[src/rtl/round_robin_distributor_if.sv]
// round_robin_distributor_if: write-side and per-lane read-side signals of the round-robin distributor.
interface round_robin_distributor_if #(
  parameter int CLIENTS = 4,
  parameter int DATA_WIDTH = 8
);
  logic write;
  logic [DATA_WIDTH-1:0] wr_data;
  logic wr_full;
  logic hold;
  logic [CLIENTS-1:0] read;
  logic [CLIENTS*DATA_WIDTH-1:0] rd_data;
  logic [CLIENTS-1:0] rd_empty;
  logic dispatch;
  logic [$clog2(CLIENTS)-1:0] dispatch_lane;
  modport master (
    output write, wr_data, hold, read,
    input wr_full, rd_data, rd_empty, dispatch, dispatch_lane
  );
  modport slave (
    input write, wr_data, hold, read,
    output wr_full, rd_data, rd_empty, dispatch, dispatch_lane
  );
endinterface

[src/rtl/round_robin_distributor.sv]
// round_robin_distributor: one write stream fanned out round-robin into CLIENTS FWFT lane FIFOs.
// Define RR_DIST_SKIP_FULL_EN to let dispatch skip full lanes; otherwise strict rotation.
module round_robin_distributor #(
  parameter int CLIENTS = 4,
  parameter int DATA_WIDTH = 8,
  parameter int DEPTH = 4
) (
  input logic clk,
  input logic rst,
  round_robin_distributor_if.slave bus
);
  localparam int LW = $clog2(CLIENTS);
  localparam int AW = $clog2(DEPTH);
  localparam int CW = AW + 1;
  logic stage_valid;
  logic [DATA_WIDTH-1:0] stage_data;
  logic [LW-1:0] ptr, lane, nxt_ptr;
  logic found, dispatch, accept;
  logic [CW-1:0] cnt [CLIENTS];
  logic [AW-1:0] wp [CLIENTS];
  logic [AW-1:0] rp [CLIENTS];
  logic [DATA_WIDTH-1:0] mem [CLIENTS][DEPTH];
  logic [CLIENTS-1:0] full, push, pop;
  genvar i;
  for (i = 0; i < CLIENTS; i++) begin : g_lane
    assign full[i] = cnt[i] == CW'(DEPTH);
    assign push[i] = dispatch && lane == LW'(i);
    assign pop[i] = bus.read[i] && cnt[i] != '0;
    assign bus.rd_empty[i] = cnt[i] == '0;
    assign bus.rd_data[i*DATA_WIDTH +: DATA_WIDTH] = mem[i][rp[i]];
  end
  // Descending scan so the lowest offset from ptr wins without a break.
  always_comb begin
    found = 1'b0;
    lane = '0;
`ifdef RR_DIST_SKIP_FULL_EN
    for (int k = CLIENTS - 1; k >= 0; k--) begin
      if (!full[(int'(ptr) + k) % CLIENTS]) begin
        found = 1'b1;
        lane = LW'((int'(ptr) + k) % CLIENTS);
      end
    end
`else
    found = !full[ptr];
    lane = ptr;
`endif
  end
  assign dispatch = stage_valid && !bus.hold && found;
  assign bus.dispatch = dispatch;
  assign bus.dispatch_lane = dispatch ? lane : '0;
  assign bus.wr_full = stage_valid && !dispatch;
  assign accept = bus.write && !bus.wr_full;
  assign nxt_ptr = lane == LW'(CLIENTS - 1) ? '0 : lane + 1'b1;
  always_ff @(posedge clk or posedge rst) begin
    if (rst) begin
      stage_valid <= 1'b0;
      stage_data <= '0;
      ptr <= '0;
    end else begin
      stage_valid <= accept || (stage_valid && !dispatch);
      if (accept) stage_data <= bus.wr_data;
      if (dispatch) ptr <= nxt_ptr;
    end
  end
  always_ff @(posedge clk or posedge rst) begin
    if (rst) begin
      for (int l = 0; l < CLIENTS; l++) begin
        cnt[l] <= '0;
        wp[l] <= '0;
        rp[l] <= '0;
        for (int d = 0; d < DEPTH; d++) mem[l][d] <= '0;
      end
    end else begin
      for (int l = 0; l < CLIENTS; l++) begin
        if (push[l]) begin
          mem[l][wp[l]] <= stage_data;
          wp[l] <= wp[l] + 1'b1;
        end
        if (pop[l]) rp[l] <= rp[l] + 1'b1;
        cnt[l] <= cnt[l] + CW'(push[l]) - CW'(pop[l]);
      end
    end
  end
endmodule

[src/flat_wrapper.sv]
// flat-port wrapper written by rule: the top's interface ports become plain ports
module round_robin_distributor_flat 
#(
  parameter int CLIENTS = 4,
  parameter int DATA_WIDTH = 8,
  parameter int DEPTH = 4
)
  (clk, rst, bus_write, bus_wr_data, bus_hold, bus_read, bus_wr_full, bus_rd_data, bus_rd_empty, bus_dispatch, bus_dispatch_lane);
  round_robin_distributor_if #(.CLIENTS(CLIENTS), .DATA_WIDTH(DATA_WIDTH)) bus_i ();
  input logic clk;
  input logic rst;
  input wire logic [$bits(bus_i.write)-1:0] bus_write;
  input wire logic [$bits(bus_i.wr_data)-1:0] bus_wr_data;
  input wire logic [$bits(bus_i.hold)-1:0] bus_hold;
  input wire logic [$bits(bus_i.read)-1:0] bus_read;
  output wire logic [$bits(bus_i.wr_full)-1:0] bus_wr_full;
  output wire logic [$bits(bus_i.rd_data)-1:0] bus_rd_data;
  output wire logic [$bits(bus_i.rd_empty)-1:0] bus_rd_empty;
  output wire logic [$bits(bus_i.dispatch)-1:0] bus_dispatch;
  output wire logic [$bits(bus_i.dispatch_lane)-1:0] bus_dispatch_lane;
  assign bus_i.write = bus_write;
  assign bus_i.wr_data = bus_wr_data;
  assign bus_i.hold = bus_hold;
  assign bus_i.read = bus_read;
  assign bus_wr_full = bus_i.wr_full;
  assign bus_rd_data = bus_i.rd_data;
  assign bus_rd_empty = bus_i.rd_empty;
  assign bus_dispatch = bus_i.dispatch;
  assign bus_dispatch_lane = bus_i.dispatch_lane;
  round_robin_distributor #(.CLIENTS(CLIENTS), .DATA_WIDTH(DATA_WIDTH), .DEPTH(DEPTH)) u_core (.clk(clk), .rst(rst), .bus(bus_i));
endmodule
[config.mk]
export PLATFORM = sky130hd
export DESIGN_NAME = round_robin_distributor_flat
export DESIGN_NICKNAME = d
export VERILOG_FILES = /design/src/rtl/round_robin_distributor_if.sv /design/src/rtl/round_robin_distributor.sv /design/src/flat_wrapper.sv
export SDC_FILE = /design/constraint.sdc
export NUM_CORES = 1
export LEC_CHECK = 0
export CAP_MARGIN = 20
export CORE_MARGIN = 3
export CORE_UTILIZATION = 45
export CTS_BUF_LIST = sky130_fd_sc_hd__clkbuf_2 sky130_fd_sc_hd__clkbuf_4 sky130_fd_sc_hd__clkbuf_8
export DETAILED_ROUTE_END_ITERATION = 16
export SYNTH_ARGS = -nofsm -noshare
export SYNTH_HDL_FRONTEND = slang
export SYNTH_SLANG_ARGS = --single-unit
[constraint.sdc]
create_clock -name clk -period 11.2 [get_ports clk]
set_input_delay 2.24 -clock clk [delete_from_list [all_inputs] [get_ports clk]]
set_output_delay 2.24 -clock clk [all_outputs]
set_load 0.02 [all_outputs]
Word-level counts from Yosys, hierarchy flattened
Index checks and enable logic that the tools add are counted.
{"block": "classes", "add_sub_neg": 17, "magnitude_cmp": 13, "eq_ne": 7, "n_mux": 28, "bitwise_logic": 8, "n_reduce_logical": 30}
{"operator": "$bwmux W32", "count": 4}
{"operator": "$mux W8", "count": 12}
{"operator": "$bmux W8 S2", "count": 4}
{"operator": "$demux W8 S2", "count": 4}
{"operator": "$ge A3 B3 Y1 const B", "count": 8}
{"operator": "$not A2 Y3", "count": 8}
{"operator": "$add A2 B1 Y2 const B", "count": 9}
{"operator": "$logic_and A1 B1 Y1", "count": 16}
{"operator": "$add A3 B1 Y3", "count": 4}
{"operator": "$eq A3 B3 Y1 const B", "count": 4}
{"operator": "$logic_not A3 Y1", "count": 4}
{"operator": "$lt A3 B1 Y1 const B", "count": 4}
{"operator": "$reduce_bool A3 Y1", "count": 4}
{"operator": "$sub A3 B1 Y3", "count": 4}
{"operator": "$eq A2 B2 Y1 const B", "count": 2}
{"operator": "$logic_not A1 Y1", "count": 4}
{"operator": "$mux W2", "count": 2}
{"operator": "$lt A2 B3 Y1 const B", "count": 1}
{"operator": "$bmux W1 S2", "count": 1}
{"operator": "$eq A2 B1 Y1 const B", "count": 1}
{"operator": "$logic_not A2 Y1", "count": 1}
{"operator": "$logic_or A1 B1 Y1", "count": 1}
{"operator": "$mux W1", "count": 1}
{"block": "totals", "register_bits": 167, "input_bits": 16, "wordCells": 134}

Longest topological paths before layout
Gate-level depths: netlist of run 1.
{"block": "logic_depth", "ltp_word": 10, "ltp_mapped": 10, "ltp_nobuf": 9}

Least setup slack after synthesis of run 1
No wires, ideal clock.
{"block": "synth_path", "path_type": "input -> output", "from": "input bus_hold", "to": "output bus_dispatch_lane[0]", "t_arrival_ns": 3.655, "required_ns": 8.960, "path_slack_ns": 5.305, "cell_stages": 5, "path_buffers": 1, "cell_sequence": "nand2b_1 nor4_4 buf_2 nor2_1 nor2_1"}
{"block": "synth_between", "elab_chain_len": 4}
{"element": "from (decl)", "line_no": "flat_wrapper.sv:14", "text": "input wire logic [$bits(bus_i.hold)-1:0] bus_hold;"}
{"element": "$logic_not A1 Y1", "line_no": "round_robin_distributor.sv:48", "text": "assign dispatch = stage_valid && !bus.hold && found;"}
{"element": "$logic_and A1 B1 Y1 (2 in series)", "line_no": "round_robin_distributor.sv:48"}
{"element": "$mux W2", "line_no": "round_robin_distributor.sv:50", "text": "assign bus.dispatch_lane = dispatch ? lane : '0;"}
{"element": "to (decl)", "line_no": "flat_wrapper.sv:20", "text": "output wire logic [$bits(bus_i.dispatch_lane)-1:0] bus_dispatch_lane;"}
No other way between the ends.

Worst setup path in the final report of run 1
Ends and elaborated chain as after synthesis.

==> results.cfg, run 1 <==
[global_routing]
first_global_vias = 4534
grt_overflow = 0
grt.busiest_layer = met2
grt_max_degree = 106
antenna_found_initial = 0
use_met1 = 0.224
grtUsageTotal = 0.173
use_met2 = 0.294
grt_util_met3 = 0.0405
grt_pass1_wl_um = 24500

[routing]
drc_errors = 0
drt_iter0_markers = 178
first_pass_iters = 4
wl_per_cell_um = 19.1
ant_nets = 0
routed-via-count = 4159
drt_wl_total_um = 15000
avgViaCountPerCell = 5.30

[cells_and_area]
layoutNonFillerInstCount = 784
num_antenna_cells = 0
fin_util = 0.532
synthToLayoutAreaGrowth_pct = 14.8
final_net_count = 599
drive_gt1_frac = 0.399

[critical_path]
cp_num_buf_inv = 2
worstPathArrival_ns = 4.57
slowest_stage = nor4_4
critPathCaptureType = output pin
timing.rr.end = u_core.cnt[11]$_DFF_PP0_
rr_startpoint = u_core.lane[0]$_DFFE_PP0P_
crit_start = bus_hold
cp_max_fo = 13
critPathMaxStageDelay_ns = 0.80
reg2reg_slack_ns = 8.18
reg2reg_depth = 10
critPathKind = input pin to output pin
crit_chain = clkdlybuf4s50_1 > nand2b_1 > nor4_4 > nor2_1 > nor2_1 > clkdlybuf4s50_1
start_kind = input pin
critPathRequiredTime_ns = 8.96
crit_family = simple AND/OR/NAND/NOR gates

[timing]
worst_pin_slew_ns = 0.935
whs_ns = 0.500
setup_viol = 0
fin_crit_ns = 6.81
slew_violations = 0
finalSetupTns_ns = 0
slew_headroom = 0.376
min_period_over_period = 0.608
hold_viol = 0
rsz0062_at_grt = false
skew_ns = 0.0159
clock.fmax_mhz = 147

[placed_design]
placedCellCount = 752
dp_hpwl_um = 10100
portBuffers = 55
finalWeightedCongestion = 0.707

[yosys]
synthCells = 499
synth-seq-cells = 167
synth_nets = 547
netlist_area_um2 = 7770
ys_top_cells_by_count = dfrtp_1, mux2_2, inv_1
synthFlopType = dfrtp_1
netlist.area_leader.share = 0.538
yosysUniqueCellTypes = 30
async_flop_share = 1.00
ys_seq_area_frac = 0.538
synth_edf_count = 0
yosysMostFrequentCell = dfrtp_1
yosysWarnings = 0
synth_largest_area_cell = dfrtp_1
yosys-top-cells-area = dfrtp_1, mux2_2, mux4_2
avgSynthCellArea_um2 = 15.6

[clocking]
cts_resized = 0
cts_hold_buf = 0
htreeDepth = 4
clock-sinks = 167
clock-root-buffer = clkbuf_8
numCtsBuffers = 17
cts_tree = built
insertion_delay_ns = 0.45
cts_setup_buffers = 0
cts.path.max_buffers = 2
clkSlewWorstSetupHoldPaths_ns = 0.08

[status]
outcome = completed

[floorplan]
num_rows = 47
dieArea_um2 = 18900
die_w_um = 137
initial_core_util = 0.464
ioPinCount = 56
core_um2 = 16800
die_y_um = 137

[pwr]
p_per_area_nw_per_um2 = 310
p_leak_nw = 4.05
vdd_drop_max_mv = 0.164
power_mw = 2.76

[hold_path]
min_from = u_core.mem[120]$_DFFE_PP0P_
holdPathEnd = u_core.mem[120]$_DFFE_PP0P_
hold_depth = 1
hp-class = flop to flop

[job]
maxCapViolCount = 0
sequential cells by signal (all words and copies together), names as in the netlist:
| register | flops |
|---|---|
| u_core.mem | 128 |
| u_core.cnt | 12 |
| u_core.rp | 8 |
| u_core.stage_data | 8 |
| u_core.wp | 8 |
| u_core.lane | 2 |
| u_core.stage_valid | 1 |
cell type report:
class	count	area, um2
Multi-Input combinational cell	273	3360
Sequential cell	167	4180
Tap cell	220	275
Clock buffer	21	277
Inverter	34	133
Clock inverter	11	124
Fill cell	1414	7840
Timing Repair Buffer	58	573
layout by cell type, fill, tap and decap left out, types with 3 or more instances in the layout:
master           netlist  final
buf_4                  2      3
xor2_1                 7      7
mux2_2               138    138
o21ai_1                4      4
inv_1                 34     33
clkinv_2               0      3
clkinvlp_4             0      3
fa_1                   4      4
xnor2_1               13     13
o211ai_2              12     12
clkbuf_8               0     19
nor2b_1                4      4
nor3_1                 6      6
mux2_1                 3      3
dfrtp_1              167    167
o211ai_4               4      4
nand2_1                4      4
ha_1                  28     28
clkdlybuf4s50_1        0     55
mux4_2                32     32
nor2_1                 3      3
worst max-delay path by stage:
| stage | end | slack, ns | cells past startpoint |
|---|---|---|---|
| 6_report | bus_dispatch_lane[0] | 4.39 | 6 |
| 5_1_grt | bus_dispatch_lane[0] | 4.19 | 6 |
| 4_1_cts | bus_dispatch_lane[0] | 4.36 | 6 |
| 3_5_place_dp | bus_dispatch_lane[0] | 4.36 | 6 |
| 3_3_place_gp | bus_dispatch_lane[0] | 4.41 | 6 |
| 2_1_floorplan | u_core.cnt[0]$_DFF_PP0_ | 4.44 | 1 |
per-layer routing:
| layer | wire (um) | vias up | part of all wire |
|---|---|---|---|
| met2 | 7770 | 48 | 0.52 |
| met5 | 0 | - | 0 |
| met1 | 6680 | 2221 | 0.45 |
| met4 | 120 | 0 | 0.0080 |
| li1 | - | 1882 | - |
| met3 | 422 | 8 | 0.028 |
cells by family after synthesis:
family | after synthesis | share of synthesized area
buffers and inverters | 59 | 0.0311
xor gates and xnor gates | 20 | 0.0225
AOI/OAI and AO/OA | 23 | 0.0352
DFF | 167 | 0.538
adders and majority gates | 32 | 0.0554
and+or+nand+nor | 25 | 0.0212
muxes | 173 | 0.297
power by group:
group / internal, mW / switching [mW] / total [mW] / leakage [nW]
Clock: 0.215 / 0.218 / 0.433 / 0.199
Sequential: 0.882 / 0.296 / 1.18 / 2.09
Combinational: 0.669 / 0.485 / 1.15 / 1.76
per-stage QoR:
| step | worst slack [ns] | cell area (um2) |
|---|---|---|
| after floorplan | 4.44 | 7770 |
| after global placement | 4.41 | 8520 |
| after detailed placement | 4.36 | 8520 |
| after CTS | 4.36 | 8920 |
| after global routing | 4.19 | 8920 |
| final | 4.39 | 8920 |
No activity file was read; power rests on OpenSTA's default activity.
==> inputs of run 2 (changes only) <==
- clock period: 11.2 -> 7.15 ns (I/O delays scaled with it)
==> run 2 against run 1 <==
Against the previous run: count of clock-buffer cells in the layout stayed put; worst setup slack worse by 2.5 ns; die area stayed put.
==> results.cfg, run 2 (synthesized netlist as in run 1, its figures left out) <==
[status]
outcome = completed

[placed_design]
portBuffers = 55
place_area_um2 = 8520
dp_slack_ns = 1.85
finalWeightedCongestion = 0.692
dp_hpwl_um = 10200
placedCellCount = 752

[timing]
worst_pin_slew_ns = 0.945
hold_viol = 0
slew_violations = 0
whs_ns = 0.504
slew_headroom = 0.365
rsz0062_at_grt = false
setup_viol = 0
clock.fmax_mhz = 190
skew_ns = 0.0124
fin_crit_ns = 5.26
min_period_over_period = 0.736
worst_slack_ns = 1.89
finalSetupTns_ns = 0

[clocking]
htreeDepth = 4
insertion_delay_ns = 0.44
clkSlewWorstSetupHoldPaths_ns = 0.09
cts_tree = built
cts_hold_buf = 0
cts_resized = 0
clock-sinks = 167
cts_setup_buffers = 0
clock-root-buffer = clkbuf_8
numCtsBuffers = 17
cts.path.max_buffers = 2

[pwr]
vdd_drop_max_mv = 0.251
p_leak_nw = 4.06
p_per_area_nw_per_um2 = 483

[global_routing]
grt_max_degree = 120
grtUsageTotal = 0.178
antenna_found_initial = 0
grt_overflow = 0
grt_pass1_wl_um = 25100
first_global_vias = 4581

[routing]
routed-via-count = 4195
ant_nets = 0
drt_iter0_markers = 140
drt_wl_total_um = 15200
wl_per_cell_um = 19.4
first_pass_iters = 4
drc_errors = 0
avgViaCountPerCell = 5.36

[cells_and_area]
largest_register_ffs = 128
top_register = u_core.mem
final_common_cell = dfrtp_1
drive_gt1_frac = 0.397
largest_registers = u_core.mem (128), u_core.cnt (12)
final_cell_area_um2 = 8930
final_cell_mix = dfrtp_1, mux2_2, clkdlybuf4s50_1
num_antenna_cells = 0
final_net_count = 600
layoutNonFillerInstCount = 782
synthToLayoutAreaGrowth_pct = 14.9

[critical_path]
crit_chain = clkdlybuf4s50_1 > nand2b_1 > nor4_4 > nor2_1 > nor2_1 > clkdlybuf4s50_1
start_kind = input pin
critPathRequiredTime_ns = 5.72
critPathKind = input pin to output pin
crit_start = bus_hold
critPathCaptureType = output pin
critPathMaxStageDelay_ns = 0.86
slowest_stage = nor4_4
cp_max_fo = 14
reg2reg_slack_ns = 4.07
worstPathArrival_ns = 3.83
rr_startpoint = u_core.lane[0]$_DFFE_PP0P_

[floorplan]
initial_core_util = 0.464
num_rows = 47
ioPinCount = 56
die_w_um = 137
core_um2 = 16800
dieArea_um2 = 18900
die_y_um = 137

[hold_path]
hp-class = flop to flop
min_from = u_core.mem[108]$_DFFE_PP0P_

[job]
maxCapViolCount = 0
## run 2: changes by cell type in the layout (fill, tap and decap cells not counted)
cell	change
buf_16	+1
clkbuf_4	-1
clkbuf_8	+1
clkinv_4	-2
clkinvlp_4	-1
## run 2: final timing paths
kind,depth (start not counted),endpoint
max in group asynchronous,4,u_core.mem[87]$_DFFE_PP0P_
hold / removal,1,u_core.mem[108]$_DFFE_PP0P_
setup reg to reg,10,u_core.cnt[11]$_DFF_PP0_
hold reg to reg,1,u_core.mem[108]$_DFFE_PP0P_
setup / recovery,6,bus_dispatch_lane[0]
min in group asynchronous,2,u_core.cnt[2]$_DFF_PP0_
## run 2: area by class of cell
| cell class | count | area (um2) |
|---|---|---|
| tap | 220 | 275 |
| timing repair buffer | 59 | 601 |
| clock buffer | 21 | 283 |
| inverter | 34 | 133 |
| fill | 1434 | 7830 |
| multi-input combinational | 273 | 3360 |
| sequential | 167 | 4180 |
| clock inverter | 8 | 98.8 |
## run 2: metrics by stage
step	total power, mW	utilization
finish	4.32	0.533
global route	4.64	0.533
CTS	4.40	0.531
detailed placement	3.72	0.508
global placement	3.64	0.508
floorplan	3.04	-
## run 2: metal layers
layer,vias up,part of all wire,GRT usage
met5,-,0,0
met1,2241,0.43,0.221
met4,0,0.0082,0.0382
met3,10,0.033,0.0460
met2,51,0.52,0.316
li1,1893,-,-
## run 2: worst max-delay path: cells and delay by family
family        cells  cell delay, ns
buf+inv           2            1.00
simple gates      4            1.40
## run 2: power by group
group	total [mW]	internal [mW]	switching (mW)
clock network	0.660	0.336	0.324
logic	1.81	1.05	0.763
registers	1.85	1.38	0.463
total	4.32	2.77	1.55
